$ cat config.mk
export PLATFORM = sky130hd
export DESIGN_NAME = regfile_sb
export DESIGN_NICKNAME = d
export VERILOG_FILES = /design/src/rtl/regfile_pkg.sv /design/src/rtl/regfile_scoreboard.sv /design/src/rtl/regfile_sb.sv
export SDC_FILE = /design/constraint.sdc
export NUM_CORES = 2
export LEC_CHECK = 0
export BUFFER_PORTS_ARGS = -buffer_cell sky130_fd_sc_hd__buf_2
export CAP_MARGIN = 0
export CELL_PAD_IN_SITES_DETAIL_PLACEMENT = 1
export CELL_PAD_IN_SITES_GLOBAL_PLACEMENT = 2
export CORE_UTILIZATION = 46
export CTS_BUF_LIST = sky130_fd_sc_hd__clkbuf_16
export DETAILED_ROUTE_END_ITERATION = 8
export HOLD_SLACK_MARGIN = 0.1
export PLACE_DENSITY_LB_ADDON = 0.12
export SLEW_MARGIN = 20
export SYNTH_ARGS = -nofsm -noshare
export SYNTH_HDL_FRONTEND = slang
export SYNTH_SLANG_ARGS = --single-unit
$ cat constraint.sdc
create_clock -name clock -period 37.6 [get_ports clock]
set_input_delay 1.88 -clock clock [delete_from_list [all_inputs] [get_ports clock]]
set_output_delay 1.88 -clock clock [all_outputs]
set_load 0.02 [all_outputs]
$ cat src/rtl/regfile_pkg.sv
// Shared constants and packed-bus helpers for the parametrised register file
// and its pending-write scoreboard.
package regfile_pkg;

    localparam int DATA_WIDTH_D = 32;
    localparam int ADDR_WIDTH_D = 5;
    localparam int NUM_READ_MAX = 4;
    localparam int ZERO_REG     = 0;

    // Read ports are packed side by side; port p starts at p*width.
    function automatic int portLsb(input int port, input int width);
        return port * width;
    endfunction

    function automatic int numRegs(input int addrWidth);
        return 2 ** addrWidth;
    endfunction

endpackage

$ cat src/rtl/regfile_scoreboard.sv
// Pending-write scoreboard: one busy bit per register, set at multicycle issue
// and cleared by the matching writeback, with per-read-port busy flags.
module regfile_scoreboard
    import regfile_pkg::*;
#(
    parameter int ADDR_WIDTH = ADDR_WIDTH_D,
    parameter int NUM_READ   = 2,
    parameter int BYPASS     = 1
) (
    input  logic                           clock,
    input  logic                           reset,
    input  logic                           set_i,
    input  logic [ADDR_WIDTH-1:0]          setReg_i,
    input  logic                           clr_i,
    input  logic [ADDR_WIDTH-1:0]          clrReg_i,
    input  logic [NUM_READ*ADDR_WIDTH-1:0] readReg_i,
    output logic [(2**ADDR_WIDTH)-1:0]     busyVec_o,
    output logic [NUM_READ-1:0]            readBusy_o,
    output logic                           anyBusy_o
);

    localparam int NREGS = numRegs(ADDR_WIDTH);

    logic [NREGS-1:0] busy_q;
    logic [NREGS-1:0] busy_d;

    // Set is applied after clear so a reissue to the completing destination stays busy.
    always_comb begin
        busy_d = busy_q;
        if (clr_i) begin
            busy_d[clrReg_i] = 1'b0;
        end
        if (set_i) begin
            busy_d[setReg_i] = 1'b1;
        end
        busy_d[ZERO_REG] = 1'b0;
    end

    always_ff @(posedge clock or posedge reset) begin
        if (reset) begin
            busy_q <= '0;
        end else begin
            busy_q <= busy_d;
        end
    end

    for (genvar p = 0; p < NUM_READ; p++) begin : gReadBusy
        logic [ADDR_WIDTH-1:0] rIdx;
        logic                  releasing;

        assign rIdx      = readReg_i[portLsb(p, ADDR_WIDTH) +: ADDR_WIDTH];
        assign releasing = (BYPASS != 0) && clr_i && (clrReg_i == rIdx);
        assign readBusy_o[p] = busy_q[rIdx] && !releasing;
    end

    assign busyVec_o = busy_q;
    assign anyBusy_o = |busy_q;

endmodule

$ cat src/rtl/regfile_sb.sv
// Flip-flop register file with asynchronous multi-port reads, optional
// write-to-read bypass, hardwired zero register and a pending-write scoreboard.
module regfile_sb
    import regfile_pkg::*;
#(
    parameter int DATA_WIDTH = DATA_WIDTH_D,
    parameter int ADDR_WIDTH = ADDR_WIDTH_D,
    parameter int NUM_READ   = 2,
    parameter int BYPASS     = 1
) (
    input  logic                           clock,
    input  logic                           reset,
    input  logic                           ctrl_writeEnable,
    input  logic [ADDR_WIDTH-1:0]          ctrl_writeReg,
    input  logic [DATA_WIDTH-1:0]          data_writeReg,
    input  logic [NUM_READ*ADDR_WIDTH-1:0] ctrl_readReg,
    output logic [NUM_READ*DATA_WIDTH-1:0] data_readReg,
    input  logic                           busy_set,
    input  logic [ADDR_WIDTH-1:0]          busy_setReg,
    output logic [NUM_READ-1:0]            read_busy,
    output logic [(2**ADDR_WIDTH)-1:0]     busy_vec,
    output logic                           any_busy
);

    localparam int NREGS = numRegs(ADDR_WIDTH);

    logic [DATA_WIDTH-1:0] regs_q [NREGS];
    logic                  writeValid;

    assign writeValid = ctrl_writeEnable && (ctrl_writeReg != ADDR_WIDTH'(ZERO_REG));

    always_ff @(posedge clock or posedge reset) begin
        if (reset) begin
            for (int i = 0; i < NREGS; i++) begin
                regs_q[i] <= '0;
            end
        end else if (writeValid) begin
            regs_q[ctrl_writeReg] <= data_writeReg;
        end
    end

    for (genvar p = 0; p < NUM_READ; p++) begin : gRead
        logic [ADDR_WIDTH-1:0] rIdx;
        logic [DATA_WIDTH-1:0] rData;

        assign rIdx = ctrl_readReg[portLsb(p, ADDR_WIDTH) +: ADDR_WIDTH];

        // Reset and the zero register override the bypass path as well.
        always_comb begin
            rData = regs_q[rIdx];
            if ((BYPASS != 0) && writeValid && (ctrl_writeReg == rIdx)) begin
                rData = data_writeReg;
            end
            if (reset || (rIdx == ADDR_WIDTH'(ZERO_REG))) begin
                rData = '0;
            end
        end

        assign data_readReg[portLsb(p, DATA_WIDTH) +: DATA_WIDTH] = rData;
    end

    regfile_scoreboard #(
        .ADDR_WIDTH (ADDR_WIDTH),
        .NUM_READ   (NUM_READ),
        .BYPASS     (BYPASS)
    ) uScoreboard (
        .clock      (clock),
        .reset      (reset),
        .set_i      (busy_set),
        .setReg_i   (busy_setReg),
        .clr_i      (ctrl_writeEnable),
        .clrReg_i   (ctrl_writeReg),
        .readReg_i  (ctrl_readReg),
        .busyVec_o  (busy_vec),
        .readBusy_o (read_busy),
        .anyBusy_o  (any_busy)
    );

endmodule

After elaboration in Yosys (flattened, before gate mapping). Cells that the tools add are included.

Logic and storage cells: 92. Bits in registers: 1055. Output and inout port bits: 99. Bits of input ports: 56.

Bitwise gates (word level): 6. Eq/ne operators: 2. Mux-type cells: 23. Reductions and logical operators: 18. Order comparisons: 10.

Operator list (count): 1024-bit bitwise mux (1); 32-bit two-way mux (11); 32-bit binary-select mux with 5-bit select (2); 32-bit demux with 5-bit select (1); 32-bit AND (1); 32-bit inverter (1); 32-bit bitwise OR (1); 31-bit OR reduction (1); 5-bit by 6-bit less-than comparator with 1-bit output (second input constant) (4); 6-bit >= comparator (second input constant) (3); 5-bit inverter with 6-bit output (3); 1-bit binary-select mux with 5-bit select (2); 1-bit demux with 5-bit select (2); 5-bit == test (2); 5-bit by 1-bit >= comparator with 1-bit output (second input constant) (2); 1-bit logical AND (10); 5-bit zero test (2); 6-bit by 1-bit less-than comparator with 1-bit output (second input constant) (1); 5-bit nonzero test (1); 1-bit two-way mux (4); 1-bit zero test (2); 1-bit logical OR (2).

Longest topological paths before layout.
Depth in word-level cells: 9. Depth in mapped cells: 10. Depth with buffers taken out: 5.

Modules after synthesis. From an unflattened synthesis, not the netlist that was laid out.

Cell total of the unflattened synthesis: 4028. Area total of the unflattened synthesis: 57490.1 sq um.

By module, submodules not included: regfile_sb (sequential area each 25624.6 sq um, cells each 3823, instances 1, area each 55410.6 sq um); regfile_scoreboard (sequential area each 775.7 sq um, cells each 205, instances 1, area each 2079.5 sq um).

Worst setup path after synthesis. No wires, ideal clock.

Kind: input to output. Start: input port reset. End: output port data_readReg[30]. Slack: 8.272 ns. Buffers on the path: 1. Stages: 5. Arrival time: 27.448 ns. Required time: 35.720 ns. Cell sequence: inv_1 o31ai_2 nor2_1 buf_2 a221o_1.

Longest elaborated chain between the ends: 2.

Ends and longest elaborated chain: from (decl) (RTL line regfile_sb.sv:12) `input logic reset,`; 1-bit logical OR (RTL line regfile_sb.sv:54) `if (reset || (rIdx == ADDR_WIDTH'(ZERO_REG))) begin`; 32-bit two-way mux (RTL line regfile_sb.sv:54); to (decl) (RTL line regfile_sb.sv:17) `output logic [NUM_READ*DATA_WIDTH-1:0] data_readReg,`.

Every way passes these cells.

Worst setup path after layout.
Start: input port ctrl_readReg[0]. End: output port data_readReg[19].

Longest elaborated chain between the ends: 6. Elaborated cells between the ends (all ways): 10. Those cells by class: eq/ne (1); mux (5); bitwise (1); reduce/logical (3).

Ends and longest elaborated chain: from (decl) (RTL line regfile_sb.sv:16) `input logic [NUM_READ*ADDR_WIDTH-1:0] ctrl_readReg,`; 5-bit inverter with 6-bit output (not written as such) (RTL line regfile_sb.sv:50) `rData = regs_q[rIdx];`; 32-bit binary-select mux with 5-bit select (RTL line regfile_sb.sv:50); 32-bit two-way mux (not written as such) (2 in a row) (RTL line regfile_sb.sv:50); 32-bit two-way mux (RTL line regfile_sb.sv:51) `if ((BYPASS != 0) && writeValid && (ctrl_writeReg == rIdx)) begin`; 32-bit two-way mux * (RTL line regfile_sb.sv:54).

Every way passes the cells marked *; elsewhere a longest branch is shown, timed or not. The select of a mux whose other input is x is not followed.

==> results.txt <==
- Total detailed-routing wirelength: roughly 190 mm
- The HPWL after detailed placement is between 100 and 150 mm.
* RSZ-0062 raised after global routing: false
* Library cell appearing most often on the critical path: sky130_fd_sc_hd__buf_4
- Via density per instance: 6.631
* Mean post-synth cell area: between 10 and 15 µm²
- The final critical path takes up a little over a fifth of the cycle.
- The number of clock buffers added by TritonCTS is ~120.
- The initial antenna violation count is 5.
- CORE AREA: between 100,000 and 150,000 µm²
- Port buffering added approximately 150 buffers.
- Hold Violations, Final: 0
- In the layout the commonest cells are 1,055 x sky130_fd_sc_hd__dfrtp_1, 703 x sky130_fd_sc_hd__mux2_2, 396 x sky130_fd_sc_hd__mux4_2.
* Master of the slowest instance on the critical path: sky130_fd_sc_hd__buf_4
* DRC Markers: 0
- The net count of the finished layout is between 4k and 5k.
- Number of flops mapped to enable cells by yosys: 0
- Result of the run: complete, no violations
- Peak ir drop on the vdd network: 0.04093 mV
- In this design, the stage delay of the slowest critical-path cell is 0.81 ns.
* Net Count, Synth: between 4k and 5k
* Final worst slack: 29.59 ns
- Number of instances in the synthesized netlist: 4,088
- Aggregate global routing overflow: 0
- Headroom to the max-slew limit came out at 23.39%.
- Clock-pin slew was measured on the worst setup and hold paths at 0.06 ns.
- The first detailed-routing pass ran for 5 iterations.
* Routed len/inst: ~33 µm
- During synthesis, Yosys emitted a total of 0 warnings.
- Register cell area after layout: between 20,000 and 30,000 µm²
- The initial utilization of the core area, before any placement, comes to 46.32%.
* Number of setup buffers added after CTS: 0
* Ports placed on the boundary: approximately 160
* Data required time of the critical path: about 36 ns
* Max-cap violations: 0
- Traced cell by cell, the critical path runs through buf_8, buf_12, buf_4, buf_4, mux4_2, nor2b_1, a211oi_1, nor4_1, a221o_1, buf_2.
* Setup Crit Path Kind: in2out
- Synth cell types: between 50 and 60
- Worst endpoint data arrival time: between 6 and 7 ns
- Worst setup skew after layout: 0 ns
- Entering global routing, the biggest net connects between 150 and 200 pins.
- Worst Setup Start Kind: primary input
- The clock passes through at most 3 buffers.
- Count of standard-cell rows: approximately 130
- Deepest level of the CTS H-tree: 3
- Die Y: approximately 350 µm
- Of the total power, the clock network draws 33.8%.
* Fillers: roughly 12k
- Diodes inserted: 0
- Combinational cell fraction of total power: between 20% and 30%
- Net Sw Frac: 28.80%
* Fraction of the yosys area taken by sequential cells: 46.10%
- Setup WS pre-CTS: 29.52 ns
- Hold is met by roughly 0.39 ns.
- The die covers ~130,000 µm².
* Timing-limited maximum frequency: approximately 120 MHz
- The clock net in this run drives a total of about 1.1k sinks.
* Setup TNS Final: 0 ns
- The area growth from synthesis to layout is 9.627%.
- Multi-input gate area in the final layout: slightly below 30,000 µm²
- The final number of max-transition violations came to 0.
- Clock network latency to the later pin of the worst-skew pair: between 0.7 and 0.8 ns
- Setup violations remaining at the end of the flow were counted as 0.
* Largest fanout on the critical path: 96
* Total power after layout: around 3.3 mW
- Total via count in the routed design: approximately 38k
* #FFs+latches synth: 1,055
- Number of hold-repair buffers added at the cts stage: 0
* Weighted congestion reported at the end of routability-driven placement: roughly 0.76
- Proportion of register bits with asynchronous set or reset after synthesis: 100.0%
- Leaving out fill and tap cells, the most frequent cell in the layout is sky130_fd_sc_hd__dfrtp_1.
- Drt first-iter violations: a little over 3k
- Most used flip-flop cell after synthesis: sky130_fd_sc_hd__dfrtp_1
* Kind of path behind the tightest hold check: reg2reg
* NetSw: about 960 µW
* Overall die width: between 300 and 400 µm
* GRT Util Overall: 30.66%
* Transition at the pin with the smallest max-transition slack: around 1.1 ns
- Ratio of cells with drive above 1 in the final layout: a little under two fifths
- STA classifies the critical path endpoint as a primary output.
- Summed over all cells, the static leakage comes to roughly 28 nW.
- TritonCTS clock tree: built
- Post-CTS repair changed the size of 0 cells.
* Wire length of the first global-routing pass: 284.5 mm
- P per Cell Area: 52.91 nW/µm²
* Area of the mapped netlist: 57,270 µm²
- The tree is rooted in a sky130_fd_sc_hd__clkbuf_16.
* Via count of the first global-routing pass: 40.23k
* Pint: 2.365 mW
* Sequential Power Share: 45.7%
- The count of nets left with antenna violations once routing finished came out at 0.
- Minimum clock period after layout: between 8 and 9 ns
==> stage by stage <==
step,utilization [%],cells,cell area [µm²]
finish,50.78,5715,62790
detailed placement,47.77,5490,59060
floorplan,-,4088,57270
CTS,50.76,5714,62760
global route,50.78,5715,62790
global placement,47.77,5490,59060
==> layer usage <==
layer  global-route usage [%]  wire, µm  vias up
met5                        0         0        -
met4                    8.147      4560        0
met3                    3.867      9694      280
met2                    49.65     91630     1035
met1                    43.74     84030    20930
li1                         -         -    15650
==> power groups by stage <==
| stage | sequential, mW | combinational [mW] | clock [mW] |
|---|---|---|---|
| final | 1.52 | 0.678 | 1.12 |
| after detailed placement | 1.53 | 0.681 | 0 |
| after floorplan | 1.49 | 0.529 | 0 |
| after CTS | 1.51 | 0.683 | 1.15 |
| after global routing | 1.55 | 0.732 | 1.19 |
| after global placement | 1.52 | 0.664 | 0 |
==> critical path: cells and delay by family <==
family	cells	cell delay [ns]
buf+inv	5	2.68
compound gates	2	0.53
simple gates	2	0.24
mux	1	0.59
==> flip-flops by register name, summed over array words and instances, names as in the netlist <==
name,flops
regs_q,1024
uScoreboard.busyVec_o,31
==> area by class of cell <==
class | count | area share (%)
Clock inverter | 99 | 0.9127
Tap cell | 1637 | 3.262
Timing Repair Buffer | 234 | 2.417
Clock buffer | 125 | 4.982
Inverter | 7 | 0.06975
Sequential cell | 1055 | 42.05
Multi-Input combinational cell | 2558 | 46.31
==> cells by family after synthesis <==
logic type                Yosys count  share of synthesized area (%)
muxes                            1655                          39.75
DFF                              1055                          46.10
AOI/OAI and AO/OA                 516                          6.768
buffers and inverters             475                          3.635
and+or+nand+nor                   376                          3.589
xor gates and xnor gates           10                         0.1529
other                               1                       0.006548
==> cells in the mapped netlist, types with 3 or more instances <==
library cell               number  share of area (%)
sky130_fd_sc_hd__buf_4         18               0.24
sky130_fd_sc_hd__mux2_1       294                5.8
sky130_fd_sc_hd__a221o_1       34               0.59
sky130_fd_sc_hd__o21ai_1       33               0.29
sky130_fd_sc_hd__inv_1          5              0.033
sky130_fd_sc_hd__a211oi_1      95                1.2
sky130_fd_sc_hd__a22o_1        15               0.23
sky130_fd_sc_hd__nand4_1        3              0.033
sky130_fd_sc_hd__nand3b_1       8               0.10
sky130_fd_sc_hd__xnor2_1       10               0.15
sky130_fd_sc_hd__o21ai_0       66               0.58
sky130_fd_sc_hd__nor3b_1        8               0.10
sky130_fd_sc_hd__and3_1        33               0.36
sky130_fd_sc_hd__a221oi_1     129                2.0
sky130_fd_sc_hd__mux2i_1      262                4.6
sky130_fd_sc_hd__nor2_1        54               0.35
sky130_fd_sc_hd__buf_2        155                1.4
sky130_fd_sc_hd__nand2_1       82               0.54
sky130_fd_sc_hd__nor4_1        70               0.76
sky130_fd_sc_hd__buf_1         63               0.41
sky130_fd_sc_hd__dfrtp_1     1055                 46
sky130_fd_sc_hd__clkbuf_1     227                1.5
sky130_fd_sc_hd__mux2_2       703                 14
sky130_fd_sc_hd__nor3_1         3              0.026
sky130_fd_sc_hd__a211o_1       32               0.49
sky130_fd_sc_hd__nor2b_1       65               0.71
sky130_fd_sc_hd__a22oi_1       64               0.84
sky130_fd_sc_hd__and2_1        32               0.35
sky130_fd_sc_hd__a21oi_1       36               0.31
sky130_fd_sc_hd__buf_6          5              0.098
sky130_fd_sc_hd__mux4_2       396                 16
sky130_fd_sc_hd__or2_1          3              0.033
sky130_fd_sc_hd__nand3_1        5              0.044
==> path summary, 6_finish.rpt <==
path                                               startpoint  slack, ns  cells after the start                             endpoint
setup / recovery                              ctrl_readReg[0]      29.59                     10                     data_readReg[19]
hold / removal                       regs_q[1008]$_DFFE_PP0P_       0.39                      0             regs_q[1008]$_DFFE_PP0P_
setup reg to reg           uScoreboard.busyVec_o[2]$_DFF_PP0_      36.75                      1   uScoreboard.busyVec_o[2]$_DFF_PP0_
max in group asynchronous                               reset      32.79                      5               regs_q[14]$_DFFE_PP0P_
min in group asynchronous                               reset       1.42                      2  uScoreboard.busyVec_o[14]$_DFF_PP0_
hold reg to reg                      regs_q[1008]$_DFFE_PP0P_       0.39                      0             regs_q[1008]$_DFFE_PP0P_
(Power assumes the default switching activity.)
